[src/rtl/iic_share_arb.sv]
// iic_share_arb: time-shares one I2C/SCCB byte master between two configuration
// clients, holding one queued transaction per client and granting round-robin.
module iic_share_arb #(
    parameter int unsigned TRIG_TIMEOUT = 1023,
    parameter int unsigned TO_W         = 10
) (
    input  logic        clk,
    input  logic        rstn,
    input  logic        c0_trig,
    input  logic        c0_w_r,
    input  logic [7:0]  c0_dev,
    input  logic [15:0] c0_addr,
    input  logic [7:0]  c0_wdata,
    output logic        c0_busy,
    output logic [7:0]  c0_rdata,
    output logic        c0_byte_over,
    input  logic        c1_trig,
    input  logic        c1_w_r,
    input  logic [7:0]  c1_dev,
    input  logic [15:0] c1_addr,
    input  logic [7:0]  c1_wdata,
    output logic        c1_busy,
    output logic [7:0]  c1_rdata,
    output logic        c1_byte_over,
    output logic        m_trig,
    output logic        m_w_r,
    output logic [7:0]  m_dev,
    output logic [15:0] m_addr,
    output logic [7:0]  m_wdata,
    input  logic        m_busy,
    input  logic [7:0]  m_rdata,
    input  logic        m_byte_over,
    output logic [1:0]  grant,
    output logic        timeout_err
);

    typedef enum logic [2:0] {IDLE, ISSUE, WAIT_BUSY, RUN, DONE} state_t;

    localparam logic [TO_W-1:0] TO_LIMIT = TO_W'(TRIG_TIMEOUT);

    state_t          state_q;
    logic [1:0]      pend_q;
    logic [1:0]      grant_q;
    logic            last_q;
    logic            own_q;
    logic            sel_d;
    logic            abort_q;
    logic            timeout_q;
    logic [TO_W-1:0] cnt_q;

    logic            m_trig_q;
    logic            m_w_r_q;
    logic [7:0]      m_dev_q;
    logic [15:0]     m_addr_q;
    logic [7:0]      m_wdata_q;

    logic [1:0]      trig_in;
    logic [1:0]      w_r_in;
    logic [7:0]      dev_in   [2];
    logic [15:0]     addr_in  [2];
    logic [7:0]      wdata_in [2];

    logic [1:0]      slot_w_r_q;
    logic [7:0]      slot_dev_q   [2];
    logic [15:0]     slot_addr_q  [2];
    logic [7:0]      slot_wdata_q [2];
    logic [7:0]      rdata_q      [2];

    assign trig_in     = {c1_trig, c0_trig};
    assign w_r_in      = {c1_w_r, c0_w_r};
    assign dev_in[0]   = c0_dev;
    assign dev_in[1]   = c1_dev;
    assign addr_in[0]  = c0_addr;
    assign addr_in[1]  = c1_addr;
    assign wdata_in[0] = c0_wdata;
    assign wdata_in[1] = c1_wdata;

    // A lone request wins outright; on a tie the client not served last wins.
    always_comb begin
        sel_d = pend_q[1];
        if (pend_q == 2'b11) begin
            sel_d = ~last_q;
        end
    end

    always_ff @(posedge clk) begin
        if (!rstn) begin
            state_q    <= IDLE;
            pend_q     <= '0;
            grant_q    <= '0;
            last_q     <= 1'b1;
            own_q      <= 1'b0;
            abort_q    <= 1'b0;
            timeout_q  <= 1'b0;
            cnt_q      <= '0;
            m_trig_q   <= 1'b0;
            m_w_r_q    <= 1'b0;
            m_dev_q    <= '0;
            m_addr_q   <= '0;
            m_wdata_q  <= '0;
            slot_w_r_q <= '0;
            for (int unsigned i = 0; i < 2; i++) begin
                slot_dev_q[i[0]]   <= '0;
                slot_addr_q[i[0]]  <= '0;
                slot_wdata_q[i[0]] <= '0;
                rdata_q[i[0]]      <= '0;
            end
        end else begin
            for (int unsigned i = 0; i < 2; i++) begin
                if (trig_in[i[0]] && !pend_q[i[0]]) begin
                    pend_q[i[0]]       <= 1'b1;
                    slot_w_r_q[i[0]]   <= w_r_in[i[0]];
                    slot_dev_q[i[0]]   <= dev_in[i[0]];
                    slot_addr_q[i[0]]  <= addr_in[i[0]];
                    slot_wdata_q[i[0]] <= wdata_in[i[0]];
                end
            end
            m_trig_q <= 1'b0;
            case (state_q)
                IDLE: begin
                    if (pend_q != 2'b00) begin
                        own_q     <= sel_d;
                        grant_q   <= sel_d ? 2'b10 : 2'b01;
                        m_w_r_q   <= slot_w_r_q[sel_d];
                        m_dev_q   <= slot_dev_q[sel_d];
                        m_addr_q  <= slot_addr_q[sel_d];
                        m_wdata_q <= slot_wdata_q[sel_d];
                        m_trig_q  <= 1'b1;
                        state_q   <= ISSUE;
                    end
                end
                ISSUE: begin
                    cnt_q   <= '0;
                    abort_q <= 1'b0;
                    state_q <= WAIT_BUSY;
                end
                WAIT_BUSY: begin
                    if (m_busy) begin
                        state_q <= RUN;
                    end else if (cnt_q == TO_LIMIT) begin
                        timeout_q <= 1'b1;
                        abort_q   <= 1'b1;
                        state_q   <= DONE;
                    end else begin
                        cnt_q <= cnt_q + 1'b1;
                    end
                end
                RUN: begin
                    if (!m_busy) begin
                        state_q <= DONE;
                    end
                end
                DONE: begin
                    // An aborted transaction leaves the client's last read byte intact.
                    if (!abort_q) begin
                        rdata_q[own_q] <= m_rdata;
                    end
                    pend_q[own_q] <= 1'b0;
                    last_q        <= own_q;
                    grant_q       <= '0;
                    state_q       <= IDLE;
                end
                default: state_q <= IDLE;
            endcase
        end
    end

    assign c0_busy      = pend_q[0];
    assign c1_busy      = pend_q[1];
    assign c0_rdata     = rdata_q[0];
    assign c1_rdata     = rdata_q[1];
    assign c0_byte_over = m_byte_over & grant_q[0];
    assign c1_byte_over = m_byte_over & grant_q[1];
    assign m_trig       = m_trig_q;
    assign m_w_r        = m_w_r_q;
    assign m_dev        = m_dev_q;
    assign m_addr       = m_addr_q;
    assign m_wdata      = m_wdata_q;
    assign grant        = grant_q;
    assign timeout_err  = timeout_q;

endmodule

[config.mk]
export PLATFORM = sky130hd
export DESIGN_NAME = iic_share_arb
export DESIGN_NICKNAME = d
export VERILOG_FILES = /design/src/rtl/iic_share_arb.sv
export SDC_FILE = /design/constraint.sdc
export NUM_CORES = 1
export LEC_CHECK = 0
export BUFFER_PORTS_ARGS = -buffer_cell sky130_fd_sc_hd__buf_2
export CAP_MARGIN = 20
export CORE_UTILIZATION = 48
export CTS_BUF_LIST = sky130_fd_sc_hd__clkbuf_4 sky130_fd_sc_hd__clkbuf_8 sky130_fd_sc_hd__clkbuf_16
export CTS_CLUSTER_SIZE = 12
export DETAILED_ROUTE_END_ITERATION = 7
export GPL_ROUTABILITY_DRIVEN = 0
export PLACE_DENSITY = 0.76
export RECOVER_POWER = 25
export SYNTH_ARGS = -nofsm -noshare
export SYNTH_HDL_FRONTEND = slang
export SYNTH_SLANG_ARGS = --single-unit
[constraint.sdc]
create_clock -name clk -period 2 [get_ports clk]
set_input_delay 0.4 -clock clk [delete_from_list [all_inputs] [get_ports clk]]
set_output_delay 0.4 -clock clk [all_outputs]
set_load 0.02 [all_outputs]
# ---- Word level (Yosys, flattened, before mapping)
# Memories as Yosys holds them, arrays and structs flattened. A register that Yosys moved wholly into a read port is not among the register bits.
# Index checks and enable logic that the tools add are counted.
dict set report op_classes {
  addsub 1
  mul 0
  div 0
  order_cmp 3
  eq_ne 12
  shift 0
  muxes 45
  bitwise_logic 12
  n_reduce_logical 20
}
# cell count
set ops {}
lappend ops {{$mux W8} 5}
lappend ops {{$mux W16} 2}
lappend ops {{$mux W1} 24}
lappend ops {{$mux W10} 2}
lappend ops {{$pmux W10 S2} 1}
lappend ops {{$mux W3} 4}
lappend ops {{$pmux W3 S4} 1}
lappend ops {{$reduce_and A3 Y1} 4}
lappend ops {{$add A10 B1 Y10 const B} 1}
lappend ops {{$eq A10 B10 Y1 const B} 1}
lappend ops {{$ne A2 B2 Y1 const B} 5}
lappend ops {{$reduce_or A8 Y1} 1}
lappend ops {{$eq A3 B2 Y1 const B} 2}
lappend ops {{$mux W2} 3}
lappend ops {{$or A1 B1 Y1} 6}
lappend ops {{$reduce_and A2 Y1} 3}
lappend ops {{$reduce_bool A2 Y1} 3}
lappend ops {{$logic_not A1 Y1} 5}
lappend ops {{$lt A1 B2 Y1 const B} 2}
lappend ops {{$pmux W2 S2} 1}
lappend ops {{$eq A3 B1 Y1 const B} 1}
lappend ops {{$eq A3 B3 Y1 const B} 1}
lappend ops {{$logic_and A1 B1 Y1} 3}
lappend ops {{$logic_not A3 Y1} 1}
lappend ops {{9 further kinds} 11}
dict set report word_totals {
  register_bits 25
  latch_bits 0
  ram_bits 80
  rom_bits 0
  input_bits 80
  out_inout_bits 57
  word_cells 109
  mem_count 4
}
# memory depth width read_ports rd_ports_with_merged_regs wr line
set mem_list {}
lappend mem_list {slot_addr_q 2 16 1 1 2 65} ;# logic [15:0] slot_addr_q [2];
lappend mem_list {rdata_q 2 8 2 0 2 67} ;# logic [7:0] rdata_q [2];
lappend mem_list {slot_dev_q 2 8 1 1 2 64} ;# logic [7:0] slot_dev_q [2];
lappend mem_list {slot_wdata_q 2 8 1 1 2 66} ;# logic [7:0] slot_wdata_q [2];

# ---- Depth between registers and ports, before layout
# Gate-level depths: netlist of run 1.
dict set report depth {
  word_depth 7
  mapped_depth 7
  ltp_nobuf 5
}

# ---- Least setup slack after synthesis of run 1
# Ideal clock, no wire load.
dict set report synth_timing {
  kind {reg-to-reg}
  from {reg state_q[1]}
  to {mem rdata_q[1][0] (enable)}
  setup_ns 0.384
  arrival_ns 1.500
  required_ns 1.616
  path_slack_ns 0.116
  path_stages_with_launch 5
  n_path_buf 1
  synth_period_minus_slack_ns 1.884
  path_cell_list {dfxtp_1 -> clkbuf_1 -> nor2_1 -> nand3_1 -> o21ai_0}
}
# element line
set synth_lines {}
lappend synth_lines {{from (decl)} 41} ;# state_t state_q;
lappend synth_lines {{from (signal assigned)} 88} ;# state_q <= IDLE;
lappend synth_lines {{from (signal assigned)} 129} ;# state_q <= ISSUE;
lappend synth_lines {{from (signal assigned)} 135} ;# state_q <= WAIT_BUSY;
lappend synth_lines {{to (decl)} 67}

# ---- Final worst setup path of run 1
dict set report layout_timing {
  from {reg cnt_q[0]}
  to {reg cnt_q[3]}
}
dict set report layout_between {
  elab_chain_cells 4
  elab_cells_between_ends 7
  cone_classes {add/sub: 1; eq/ne: 2; mux: 3; reduce/logical: 1}
}
# element line
set layout_lines {}
lappend layout_lines {{from (decl)} 49} ;# logic [TO_W-1:0] cnt_q;
lappend layout_lines {{from (signal assigned)} 145} ;# cnt_q <= cnt_q + 1'b1;
lappend layout_lines {{$add A10 B1 Y10} 145}
lappend layout_lines {{$mux W10} 140} ;# end else if (cnt_q == TO_LIMIT) begin
lappend layout_lines {{$mux W10} 138} ;# if (m_busy) begin
lappend layout_lines {{$pmux W10 S2} 119} ;# case (state_q)
# Several ways; a longest one is shown, not always the timed one. The select of a mux whose other input is x is not followed.
# A chain may end at the register's enable or synchronous reset.

==> results of run 1 <==
power by group through the flow:
stage | Sequential, mW | Clock (mW) | Combinational [mW]
after floorplan | 3.71 | 0 | 0.678
after global placement | 3.53 | 0 | 1.31
after detailed placement | 3.54 | 0 | 1.34
after CTS | 3.48 | 3.03 | 1.35
after global routing | 3.52 | 3.13 | 1.44
final | 3.48 | 2.99 | 1.31
through the flow:
stage               util, %  area [um^2]  hold WS, ns
floorplan                 -         5560        0.436
global placement       58.3         6450        0.429
detailed placement     58.3         6450        0.449
CTS                    63.4         7020        0.245
global route           63.1         6990        0.244
finish                 63.1         6990        0.247
flip-flops by register name, summed over array words and instances (netlist names), 2 cells and up:
register,flops
cnt_q,10
grant,2
m_addr,16
m_dev,8
m_wdata,8
pend_q,2
rdata_q,16
slot_addr_q,32
slot_dev_q,16
slot_w_r_q,2
slot_wdata_q,16
state_q,3
worst max-delay path: stages (launching register included):
cell and delay [ns]:
sky130_fd_sc_hd__dfxtp_1 0.38, sky130_fd_sc_hd__ha_1 0.23, sky130_fd_sc_hd__nand4_1 0.29, sky130_fd_sc_hd__o31ai_2 0.31, sky130_fd_sc_hd__buf_4 0.23, sky130_fd_sc_hd__nor2_1 0.06
sky130_fd_sc_hd__o221a_2 0.26
cells in the mapped netlist, drive strengths merged (2+ instances only):
master / count
a31oi: 4
edfxtp: 80
dfxtp: 57
o21ai: 6
a21oi: 9
o211ai: 3
clkbuf: 14
or2: 3
nand4: 2
nor3: 6
o211a: 2
a211oi: 33
nand2b: 5
or4: 5
a22oi: 3
o221a: 3
buf: 13
inv: 4
and2: 83
nor3b: 2
nand2: 15
nand3: 13
mux2i: 35
nor2: 45
logic make-up (layout without fill, tap and decap cells):
group | count (synthesis) | count (layout) | share of synthesized area (%)
AND/OR/NAND/NOR | 185 | 185 | 18.2
buffers and inverters | 31 | 189 | 2.45
multiplexers | 35 | 35 | 6.30
flip-flops | 137 | 137 | 63.8
AO/OA/AOI/OAI | 69 | 69 | 9.05
adder cells (fa/ha/maj) | 1 | 1 | 0.225
cell type report:
type	count	area [um^2]	share of cell area, %
Clock inverter	13	130	1.86
Inverter	4	15.0	0.215
Timing Repair Buffer	154	797	11.4
Clock buffer	18	439	6.28
Multi-Input combinational cell	290	1890	27.0
Tap cell	140	175	2.51
Sequential cell	137	3540	50.7
final timing paths:
kind | endpoint | slack [ns] | cells past startpoint
hold / removal | slot_w_r_q[0]$_SDFFE_PN0N_ | 0.25 | 3
hold reg to reg | timeout_err$_SDFFE_PN0P_ | 0.45 | 2
setup / recovery | cnt_q[3]$_SDFFE_PN0P_ | 0.11 | 6
setup reg to reg | cnt_q[3]$_SDFFE_PN0P_ | 0.11 | 6
layer usage:
layer | global-route usage (%) | share of wire, % | up-vias
li1 | - | - | 1954
met2 | 33.5 | 49 | 157
met4 | 9.33 | 1.4 | 0
met5 | 0 | 0 | -
met1 | 24.6 | 43 | 1828
met3 | 5.22 | 6.9 | 14
==> results, run 1 <==
- The flow ran to the end, and the final reports show no timing, DRC or antenna violations.
- The later pin in the worst-skew pair is clocked with a latency of between 0.4 and 0.5 ns.
- For this run, the number of Yosys warnings is 0.
- Buffers placed on the I/O ports in this run total 136.
- The final layout contains routed wiring with a total length of 11500 um.
- Excluding fillers, the count of instances in the completed layout stands at 756.
- The final max-slew violation count is 0.
- Dividing total power by cell area gives a power density of 1110 nW/um^2.
- Based on the critical path, the design can be clocked at up to between 500 and 600 MHz.
- The highest net fanout along the worst path is 15.
- TritonCTS created 17 clock buffers.
- The internal portion of the total power is 5.65 mW.
- The critical path data arrival time is 2.18 ns.
- The most used flip-flop cell after synthesis is sky130_fd_sc_hd__edfxtp_1.
- Post-CTS timing repair inserted 0 buffers for setup.
- Setup violations remaining at the end of the flow were counted as 0.
- The endpoint class of the critical path is a register.
- Global routing finished with a remaining overflow of 0.
- The final hold violation count is 0.
- STA classifies the critical path startpoint as a register.
- The die width is 110 um.
- The sequential fraction of the synthesis area is between 60 and 70%.
- Of the total power, the clock network draws 38.5%.
- In this run the critical register-to-register path is launched from cnt_q[0]$_SDFFE_PN0P_.
- The switching component of the power is between 2 and 2.5 mW.
- Global routing consumed, over all layers together, 20.2% of the routing resources.
- The clock tree synthesis step divided the H-tree into 4 levels.
- Max-cap violations in this run came to 0.
- By area the synthesized netlist is led by sky130_fd_sc_hd__edfxtp_1, sky130_fd_sc_hd__dfxtp_1, sky130_fd_sc_hd__and2_1.
- The largest voltage drop on the vdd net is 0.597 mV.
- For this configuration, the core starts out at a cell density of 50.2%.
- The violation count after the first detailed-route iteration is 189.
- In this run the biggest area consumer among cell types represents 43.2% of the synthesized area.
- The average instance in the mapped netlist occupies 12.1 um^2.
- After synthesis the cells add up to 5560 um^2.
- After legalization and detailed placement, the total HPWL measured 7840 um.
- The category of the most critical setup path is register to register.
- The library cells used most frequently in the layout, excluding fill and tap cells, are sky130_fd_sc_hd__buf_2, sky130_fd_sc_hd__edfxtp_1, sky130_fd_sc_hd__and2_1.
- The fraction of power spent switching nets is 27.4%.
- The leading area contributor after synthesis is sky130_fd_sc_hd__edfxtp_1.
- The share of post-route cells with drive strength above 1 is 27.6%.
- The post-route clock skew is 0.0184 ns.
- The count of flip-flops with a built-in enable after synthesis is 80.
- The master cell of the clock root buffer is sky130_fd_sc_hd__clkbuf_16.
- The path category of the worst min-delay check is primary input to register.
- The worst hold path startpoint is c0_w_r.
- After detailed routing, the number of vias per cell comes to 5.23.
- The number of antenna violations at the first check in global routing is 0.
- The floorplan step defined a die boundary enclosing 12000 um^2.
- Relative to the synthesized area, the layout overhead comes to 25.8%.
- The detailed-route DRC error count is 0.
- The number of nets produced by synthesis is 539.
- The clock period could shrink to 1.89 ns.
- The number of buffers on the longest clock path is 2.
- The count of vias placed by the detailed router is roughly 4000.
- The most common cell after layout, fill and taps aside is sky130_fd_sc_hd__buf_2.
- The final setup TNS is 0 ns.
- The final layout contains 685 nets.
- The wire length of the first global-routing pass is 18000 um.
- The number of iterations in the first detailed-routing pass is 4.
- The antenna violation net count after detailed routing is 0.
- The logic gate share of total power is 16.8%.
- The headroom to the max-slew limit is 41.2%.
- The number of gates resized after CTS is 0.
- The timing startpoint of the critical path is cnt_q[0]$_SDFFE_PN0P_.
- The proportion of power drawn by flip-flops and latches is roughly 45%.
- The diode insertion count for antenna repair is 0.
- The number of global-route vias before repair was 3820.
- Clock-pin slew was measured on the worst setup and hold paths at around 0.06 ns.
- For this run, asynchronously set or reset flops after synthesis account for 0%.
- The total placed cells including tap cells is 724.
- Counting every instance in the synthesized netlist gives about 460.
- In this run the vertical extent of the chip is 110 um.
- At the worst endpoint, the required time is 2.29 ns.
- Summing internal, switching and leakage power gives 7.79 mW.
- After detailed routing, the average wire length per cell comes to roughly 15 um.
- Setup repair after global routing left no endpoint under its margin.
- Fill cells in the final layout number 887.
- The floorplan step defined a core boundary enclosing 11100 um^2.
- The number of sinks handled by clock tree synthesis is 137.
- The number of hold buffers added after cts is 0.
- The synthesis-stage register bit count is roughly 140.
- At the pin with the least slew margin, the transition time is 0.881 ns.
- Timing analysis after detailed placement gives a worst setup slack of -0.0121 ns.
- The worst path uses a little over nine tenths of the clock period.
- The number of I/O pins is 137.
- The floorplan row count is 38.
- The TritonCTS clock tree is built.
- The analysis attributes to cell leakage a power of 2.81 nW.
- The maximum number of pins on one net before global-route repair is 67.
- The final worst slack is 0.114 ns.
- The count of distinct cell types in the synthesized netlist is a little over 40.
(Power assumes the default switching activity.)
==> run 2, diff against run 1 <==
--- a/config.mk
+++ b/config.mk
@@ -7,12 +7,12 @@
 export LEC_CHECK = 0
 export BUFFER_PORTS_ARGS = -buffer_cell sky130_fd_sc_hd__buf_2
 export CAP_MARGIN = 20
-export CORE_UTILIZATION = 48
+export CORE_UTILIZATION = 41
 export CTS_BUF_LIST = sky130_fd_sc_hd__clkbuf_4 sky130_fd_sc_hd__clkbuf_8 sky130_fd_sc_hd__clkbuf_16
 export CTS_CLUSTER_SIZE = 12
 export DETAILED_ROUTE_END_ITERATION = 7
 export GPL_ROUTABILITY_DRIVEN = 0
-export PLACE_DENSITY = 0.76
+export PLACE_DENSITY = 0.66
 export RECOVER_POWER = 25
 export SYNTH_ARGS = -nofsm -noshare
 export SYNTH_HDL_FRONTEND = slang
==> run 2 against run 1 <==
Clock-buffer cell count up 8. Global-route usage down 3.1 points. Core utilization down 9.6 points. Highest routed layer unchanged. Register-to-register slack about the same. Clock skew down 0.012 ns. Critical endpoint unchanged. Total power up 2.4%. Via count up 0.28%. Critical path type unchanged. Largest power group unchanged. Die area up 17%. Fmax about the same. Worst setup slack about the same.
==> results, run 2 (synthesis results as in run 1) <==
- The shortest period the worst path allows is 1.89 ns (+0.0000840 ns).
- The endpoint class of the critical path is a register.
- The port buffer count was 136 (unchanged).
- The final max-slew violation count came to 0 (unchanged).
- The number of global-route vias before repair is 3816 (-0.10%).
- The maximum number of pins on one net before global-route repair is 67 (unchanged).
- The global routing usage summed across all routing layers is 17.0% (-3.1 points).
- The number of gates resized after CTS is 0 (unchanged).
- The required time reported for the critical path endpoint is 2.30 ns (about the same).
- The flow ran to the end, and the final reports show no timing, DRC or antenna violations.
- The detailed-route DRC error count is 0 (unchanged).
- The antenna violation net count after detailed routing is 0 (unchanged).
- The die width was 118 um (+8.1%).
- The number of buffers created by CTS was 17 (unchanged).
- The transition time at the pin with the least slew margin is 0.711 ns (-0.171 ns).
- In this run the critical register-to-register path is launched from cnt_q[1]$_SDFFE_PN0P_.
- The static leakage is 2.75 nW (-1.8%).
- The placement-stage cell area is 6530 um^2 (+1.1%).
- Leaving out fill and tap cells, the most frequent cells in the layout are sky130_fd_sc_hd__buf_2, sky130_fd_sc_hd__and2_1, sky130_fd_sc_hd__edfxtp_1.
- The clock slew seen by the registers of the worst setup and hold paths is 0.06 ns (about the same).
- The floorplan row count came to 42 (+11%).
- The critical path data arrival time is 2.19 ns (about the same).
- The number of I/O pins was 137 (unchanged).
- The largest voltage drop on the vdd net came to 0.513 mV (-14%).
- Leaving out fill and tap cells, the most frequent cell in the layout is sky130_fd_sc_hd__buf_2.
- The maximum clock rate is 530 MHz (about the same).
- The cell family with the largest share of critical-path delay is compound AO/OA/AOI/OAI gates.
- The number of antenna violations at the first check in global routing came to 0 (unchanged).
- The area of the core came to 13200 um^2 (+20%).
- The highest net fanout along the worst path came to 15 (unchanged).
- The number of buffer and inverter instances along the worst setup path is 1 (unchanged).
- The wire length of the first global-routing pass is 18400 um (+2.0%).
- The post-layout net count is 684 (-0.15%).
- The post-layout instance area is 7080 um^2 (+1.3%).
- TritonCTS built the clock tree.
- In this run the most critical hold path is launched from c1_w_r.
- The cell sitting at the root of the clock tree is a sky130_fd_sc_hd__clkbuf_16.
- The post-detailed-route wirelength per cell was 14.7 um (-3.2%).
- The average vias per placed instance was 5.01 (-4.3%).
- The number of buffers on the longest clock path is 2 (unchanged).
- The slowest stage of the critical path belongs to the cell sky130_fd_sc_hd__dfxtp_1.
- The count of vias placed by the detailed router is 3964 (+0.28%).
- The number of flip-flops under the largest register name is 32 (unchanged).
- The die area was 14000 um^2 (+17%).
- The final hold violation count was 0 (unchanged).
- The startpoint class of the critical path is a register.
- The final wirelength came to 11700 um (+1.4%).
- The power per cell area was 1130 nW/um^2 (+1.0%).
- The number of setup violations in the final report is 0 (unchanged).
- The height of the die came to 118 um (+8.1%).
- The critical path goes through ha_1 -> nand4_1 -> o31ai_2 -> buf_4 -> nor2_1 -> o221a_2.
- The number of H-tree branching levels is 4 (unchanged).
- The headroom to the max-slew limit was 52.6% (+11 points).
- The post-route clock skew is 0.00639 ns (-0.0120 ns).
- The share of the cycle needed by the critical path after routing came to 94.3% (about the same).
- The largest incremental delay on the critical path was 0.38 ns (about the same).
- The number of sinks handled by clock tree synthesis was 137 (unchanged).
- The final global-route overflow total is 0 (unchanged).
- The area growth from synthesis to layout is 27.5%.
- The final setup TNS was 0 ns (unchanged).
- The number of iterations in the first detailed-routing pass came to 4 (unchanged).
- The category of the most critical setup path is register to register.
- In this run the worst setup path begins at cnt_q[1]$_SDFFE_PN0P_.
- The share of post-route cells with drive strength above 1 is 23.5% (-4.1 points).
- The placed wire-length estimate after detailed placement was 7630 um (-2.7%).
- The starting utilization of the core area was 42.0% (-8.2 points).
- The smallest hold slack is 0.218 ns (-0.0292 ns).
- The post-layout instance count excluding filler cells was 792 (+4.8%).
- The path category of the worst min-delay check is primary input to register.
- The total placed cells including tap cells is 758 (+4.7%).
- The clock latency at the later pin of the worst-skew pair is 0.41 ns (about the same).
- The violation count after the first detailed-route iteration is 197 (+4.2%).
- The number of max-cap violations is 0 (unchanged).
- The diode insertion count for antenna repair is 0 (unchanged).
==> run 2: power by group <==
group	switching, mW	internal [mW]
Combinational	0.819	0.468
Sequential	0.171	3.32
Clock	1.10	2.09
Total	2.09	5.88
==> run 2: through the flow <==
step,power [mW],worst slack [ns],util (%)
after floorplan,4.39,0.116,-
after global placement,4.85,0.215,49.3
after detailed placement,4.89,0.159,49.3
after CTS,8.09,0.144,54.0
after global routing,8.30,-0.0169,53.5
final,7.97,0.114,53.5
==> run 2: worst min-delay path, stage by stage <==
cell	delay (ns)
sky130_fd_sc_hd__buf_2	0.07
sky130_fd_sc_hd__mux2i_1	0.05
sky130_fd_sc_hd__nor2_1	0.07
==> run 2: routing by layer <==
| metal | up-vias | share of wire (%) | GRT usage [%] |
|---|---|---|---|
| li1 | 1951 | - | - |
| met1 | 1857 | 43 | 20.4 |
| met2 | 140 | 49 | 28.6 |
| met3 | 16 | 6.0 | 4.30 |
| met4 | 0 | 2.0 | 8.47 |
| met5 | - | 0 | 0 |
==> run 2: repair_timing <==
item / 4_1_cts / 5_1_grt
buffers inserted: 0 / 2
hold buffers: 0 / 0
endpoints found under the setup margin: 0 / 2
==> run 2: final timing paths <==
check,end,slack [ns],cells past startpoint
hold / removal,slot_w_r_q[1]$_SDFFE_PN0P_,0.22,3
hold reg to reg,timeout_err$_SDFFE_PN0P_,0.47,2
setup reg to reg,cnt_q[3]$_SDFFE_PN0P_,0.11,6
setup / recovery,cnt_q[3]$_SDFFE_PN0P_,0.11,6
==> run 2: layout make-up <==
cell class | instances | area (um^2)
flip-flops and latches | 137 | 3540
multi-input cells | 290 | 1900
inverters | 4 | 15.0
well taps | 176 | 220
clock inverters | 6 | 83.8
repair buffers | 153 | 782
clock buffers | 26 | 536
fillers | 1174 | 6160
==> run 3, diff against run 2 <==
--- a/config.mk
+++ b/config.mk
@@ -5,6 +5,7 @@
 export SDC_FILE = /design/constraint.sdc
 export NUM_CORES = 1
 export LEC_CHECK = 0
+export ABC_AREA = 1
 export BUFFER_PORTS_ARGS = -buffer_cell sky130_fd_sc_hd__buf_2
 export CAP_MARGIN = 20
 export CORE_UTILIZATION = 41
==> run 3 against run 2 <==
Hold slack improved by 0.026 ns. Via count grew 14%. Design area grew 0.35%. Synthesized area is 3.1% higher. Global-route usage up 2.3 points. Clock-buffer cell count shrank 2. Clock power shrank 3%. Register-to-register slack improved by 0.12 ns. Sequential power rose by 7.7%. Critical endpoint is now state_q[2]$_SDFFE_PN0P_. Clock skew up 0.0014 ns.
==> results, run 3 <==
- The antenna violation net count after detailed routing was 0 (unchanged).
- The post-layout net count is 834 (+22%).
- The mean instance size in the synthesized netlist came to 9.35 um^2 (-23%).
- The xor and xnor area share after synthesis is 0% (unchanged).
- The violation count after the first detailed-route iteration is 351 (+78%).
- The final global-route overflow total is 0 (unchanged).
- The synthesis-stage register bit count is 137 (unchanged).
- The count of vias placed by the detailed router came to 4527 (+14%).
- The number of sinks handled by clock tree synthesis is 137 (unchanged).
- The number of gates resized after CTS is 0 (unchanged).
- The count of flip-flops with a built-in enable after synthesis is 80 (unchanged).
- The critical path in this run is classified as primary input to register.
- The die area came to 14500 um^2 (+3.1%).
- The clock latency at the later pin of the worst-skew pair is 0.41 ns (about the same).
- The library cells used most frequently in the layout, excluding fill and tap cells, are sky130_fd_sc_hd__nor2_1, sky130_fd_sc_hd__inv_1, sky130_fd_sc_hd__nand2_1.
- The final core utilization is 52.8% (-0.65 points).
- The final wirelength came to 13200 um (+13%).
- Of all cell types, the one taking the most synthesized area is sky130_fd_sc_hd__edfxtp_1.
- The area of the core was 13500 um^2 (+1.6%).
- The headroom to the max-slew limit is 43.6% (-9.1 points).
- The number of I/O pins is 137 (unchanged).
- By area, the combinational part of the netlist is dominated by simple AND/OR/NAND/NOR gates.
- The height of the die was 120 um (+1.5%).
- The endpoint class of the critical path is a register.
- The post-layout instance area is 7110 um^2 (+0.35%).
- The number of cells traversed by the worst register-to-register path is 5 (-1).
- The capture endpoint of the worst hold path is slot_w_r_q[1]$_SDFFE_PN0P_.
- The master cell of the clock root buffer is sky130_fd_sc_hd__clkbuf_16.
- The number of antenna violations at the first check in global routing was 0 (unchanged).
- The cell count of the worst hold path is 3 (unchanged).
- The compound-gate portion of the synthesized area came to 11.5% (+2.5 points).
- Sorting the synthesized cells by area gives the leading types as sky130_fd_sc_hd__edfxtp_1, sky130_fd_sc_hd__dfxtp_1, sky130_fd_sc_hd__nor2_1.
- The signal on the critical path passes through buf_2 -> buf_2 -> clkinv_1 -> nor3_1.
- The final setup TNS is 0 ns (unchanged).
- The number of buffer and inverter instances along the worst setup path is 3 (+2).
- The average vias per placed instance is 4.81 (-4.0%).
- The transition time at the pin with the least slew margin came to 0.847 ns (+0.136 ns).
- The number of H-tree branching levels was 4 (unchanged).
- The number of buffers created by CTS is 17 (unchanged).
- The post-detailed-route wirelength per cell is 14.0 um (-4.7%).
- The power per cell area came to 1290 nW/um^2 (+14%).
- The TritonCTS clock tree is built.
- The worst setup path is launched from a primary input.
- The most used cell along the critical path is sky130_fd_sc_hd__buf_2.
- The clock slew seen by the registers of the worst setup and hold paths is 0.05 ns (about the same).
- The share of the cycle needed by the critical path after routing is 91.9% (-2.4 points).
- The number of warnings reported in the yosys synthesis log is 0 (unchanged).
- The count of distinct cell types in the synthesized netlist is 34 (-17%).
- The number of global-route vias before repair is 4434 (+16%).
- The wire length of the first global-routing pass is 21400 um (+17%).
- The flow ran to the end, and the final reports show no timing, DRC or antenna violations.
- The number of max-cap violations is 0 (unchanged).
- The most used flip-flop cell after synthesis is sky130_fd_sc_hd__edfxtp_1.
- The number of buffers inserted by post-CTS setup repair is 0 (unchanged).
- The post-route clock skew is 0.00779 ns (+0.00140 ns).
- The final worst slack is 0.161 ns (+0.0474 ns).
- The final hold violation count is 0 (unchanged).
- The portion of netlist area occupied by mux cells was 0% (-6.3 points).
- The post-layout instance count excluding filler cells is 942 (+19%).
- The share of post-route cells with drive strength above 1 came to 19.6% (-4.0 points).
- The number of hold buffers added after cts is 0 (unchanged).
- The largest incremental delay on the critical path is 0.71 ns (+0.33 ns).
- The maximum clock rate is 544 MHz (+2.6%).
- The worst hold path startpoint is c1_w_r.
- The maximum number of pins on one net before global-route repair is 65 (-3.0%).
- The most common cell after layout, fill and taps aside is sky130_fd_sc_hd__nor2_1.
- The reg-to-reg endpoint is rdata_q[1][7]$_SDFFCE_PN0P_.
- The number of nets produced by synthesis was 694 (+29%).
- The critical-path cell with the highest stage delay is sky130_fd_sc_hd__buf_2.
- The area share of the largest cell type after synthesis came to 41.9% (-1.3 points).
- The number of iterations in the first detailed-routing pass came to 5 (+1).
- The setup slack on the worst flop-to-flop path came to 0.23 ns (+0.12 ns).
- The global routing usage summed across all routing layers is 19.3% (+2.3 points).
- Setup repair after global routing left no endpoint under its margin.
- The detailed-route DRC error count is 0 (unchanged).
- The startpoint identified for the worst register-to-register timing path is state_q[0]$_SDFFE_PN0P_.
- The shortest period the worst path allows was 1.84 ns (-0.0474 ns).
- The cell family with the largest share of critical-path delay is buffers and inverters.
- The critical path data arrival time is 2.16 ns (-0.03 ns).
- The static leakage is 3.28 nW (+19%).
- The async set-or-reset flop fraction in the synthesized netlist is 0% (unchanged).
- Sorting the synthesized cells by how often they occur yields sky130_fd_sc_hd__nor2_1, sky130_fd_sc_hd__inv_1, sky130_fd_sc_hd__nand2_1.
- The final max-slew violation count is 0 (unchanged).
- The synthesis-to-layout area growth is 24.1%.
- The worst slack after detailed placement is 0.272 ns (+0.113 ns).
- The starting utilization of the core area came to 42.6% (+0.63 points).
- The number of buffers on the longest clock path is 2 (unchanged).
- The simple-gate portion of the synthesized area is 17.1% (-1.1 points).
- The die width came to 120 um (+1.5%).
- The placement-stage cell area was 6600 um^2 (+1.2%).
- The sequential fraction of the synthesis area came to 61.8% (-1.9 points).
- The placed wire-length estimate after detailed placement came to 8700 um (+14%).
- The most frequent cell after synthesis is sky130_fd_sc_hd__nor2_1.
- The port buffer count is 136 (unchanged).
- The number of flip-flops under the largest register name was 32 (unchanged).
- The total placed cells including tap cells came to 910 (+20%).
- The required time reported for the critical path endpoint was 2.32 ns (+0.02 ns).
- The number of setup violations in the final report is 0 (unchanged).
- The mapped cell area is 5730 um^2 (+3.1%).
- The floorplan row count is 42 (unchanged).
- The highest net fanout along the worst path is 46 (+31).
- The instance count of the mapped netlist is 613 (+34%).
- The largest voltage drop on the vdd net is 0.678 mV (+32%).
- The diode insertion count for antenna repair was 0 (unchanged).
- The path category of the worst min-delay check is primary input to register.
- The post-synthesis share of cell area spent on full adders, half adders and majority gates came to 0.218% (-0.0068 points).
## run 3: cell types whose count changed after synthesis, sizes merged, moves of 7 or more
cell | previous run | this run
a211oi | 33 | 0
a21oi | 9 | 80
and2 | 83 | 0
clkbuf | 14 | 7
inv | 4 | 102
mux2i | 35 | 0
nand2 | 15 | 95
nor2 | 45 | 109
o21ai | 6 | 36
## run 3: final cells by class
| class | count | area (um^2) |
|---|---|---|
| Clock buffer | 24 | 503 |
| Clock inverter | 8 | 92.6 |
| Fill cell | 1269 | 6340 |
| Inverter | 103 | 389 |
| Multi-Input combinational cell | 348 | 1660 |
| Sequential cell | 137 | 3540 |
| Tap cell | 176 | 220 |
| Timing Repair Buffer | 146 | 703 |
## run 3: cells by family after synthesis
logic type      after synthesis
compound gates              122
fa+ha+maj                     1
buf+inv                     128
flops                       137
simple gates                225
## run 3: where the power goes
| group | internal, mW | switching (mW) |
|---|---|---|
| registers | 3.48 | 0.282 |
| clock network | 2.00 | 1.10 |
| logic | 0.667 | 1.60 |
| total | 6.15 | 2.99 |
## run 3: per-stage QoR
step                hold WS (ns)  power (mW)
finish                     0.244        9.13
floorplan                  0.440        5.46
CTS                        0.243        9.27
global route               0.265        9.60
global placement           0.447        6.08
detailed placement         0.451        6.15
## run 3: worst max path at each step
stage                                            end  cells after the start  slack [ns]                    start
finish                       state_q[2]$_SDFFE_PN0P_                      4        0.16                     rstn
CTS                      rdata_q[1][1]$_SDFFCE_PN0P_                      5        0.22  state_q[0]$_SDFFE_PN0P_
floorplan            slot_addr_q[0][0]$_SDFFCE_PN0P_                      3        0.05                     rstn
detailed placement       rdata_q[1][7]$_SDFFCE_PN0P_                      5        0.27  state_q[0]$_SDFFE_PN0P_
global route                 state_q[2]$_SDFFE_PN0P_                      4        0.03                     rstn
global placement    slot_wdata_q[0][1]$_SDFFCE_PN0P_                      6        0.36                  c0_trig
## run 3: metal layers
layer,routed length [um],global-route usage (%),vias to the layer above
li1,-,-,2255
met1,5800,24.5,2100
met2,6400,31.8,151
met3,782,4.86,21
met4,220,7.41,0
met5,0,0,-
## run 3: worst min-delay path: cells and delay by family
kind          cells  cell delay (ns)
buf+inv           1             0.09
simple gates      2             0.12
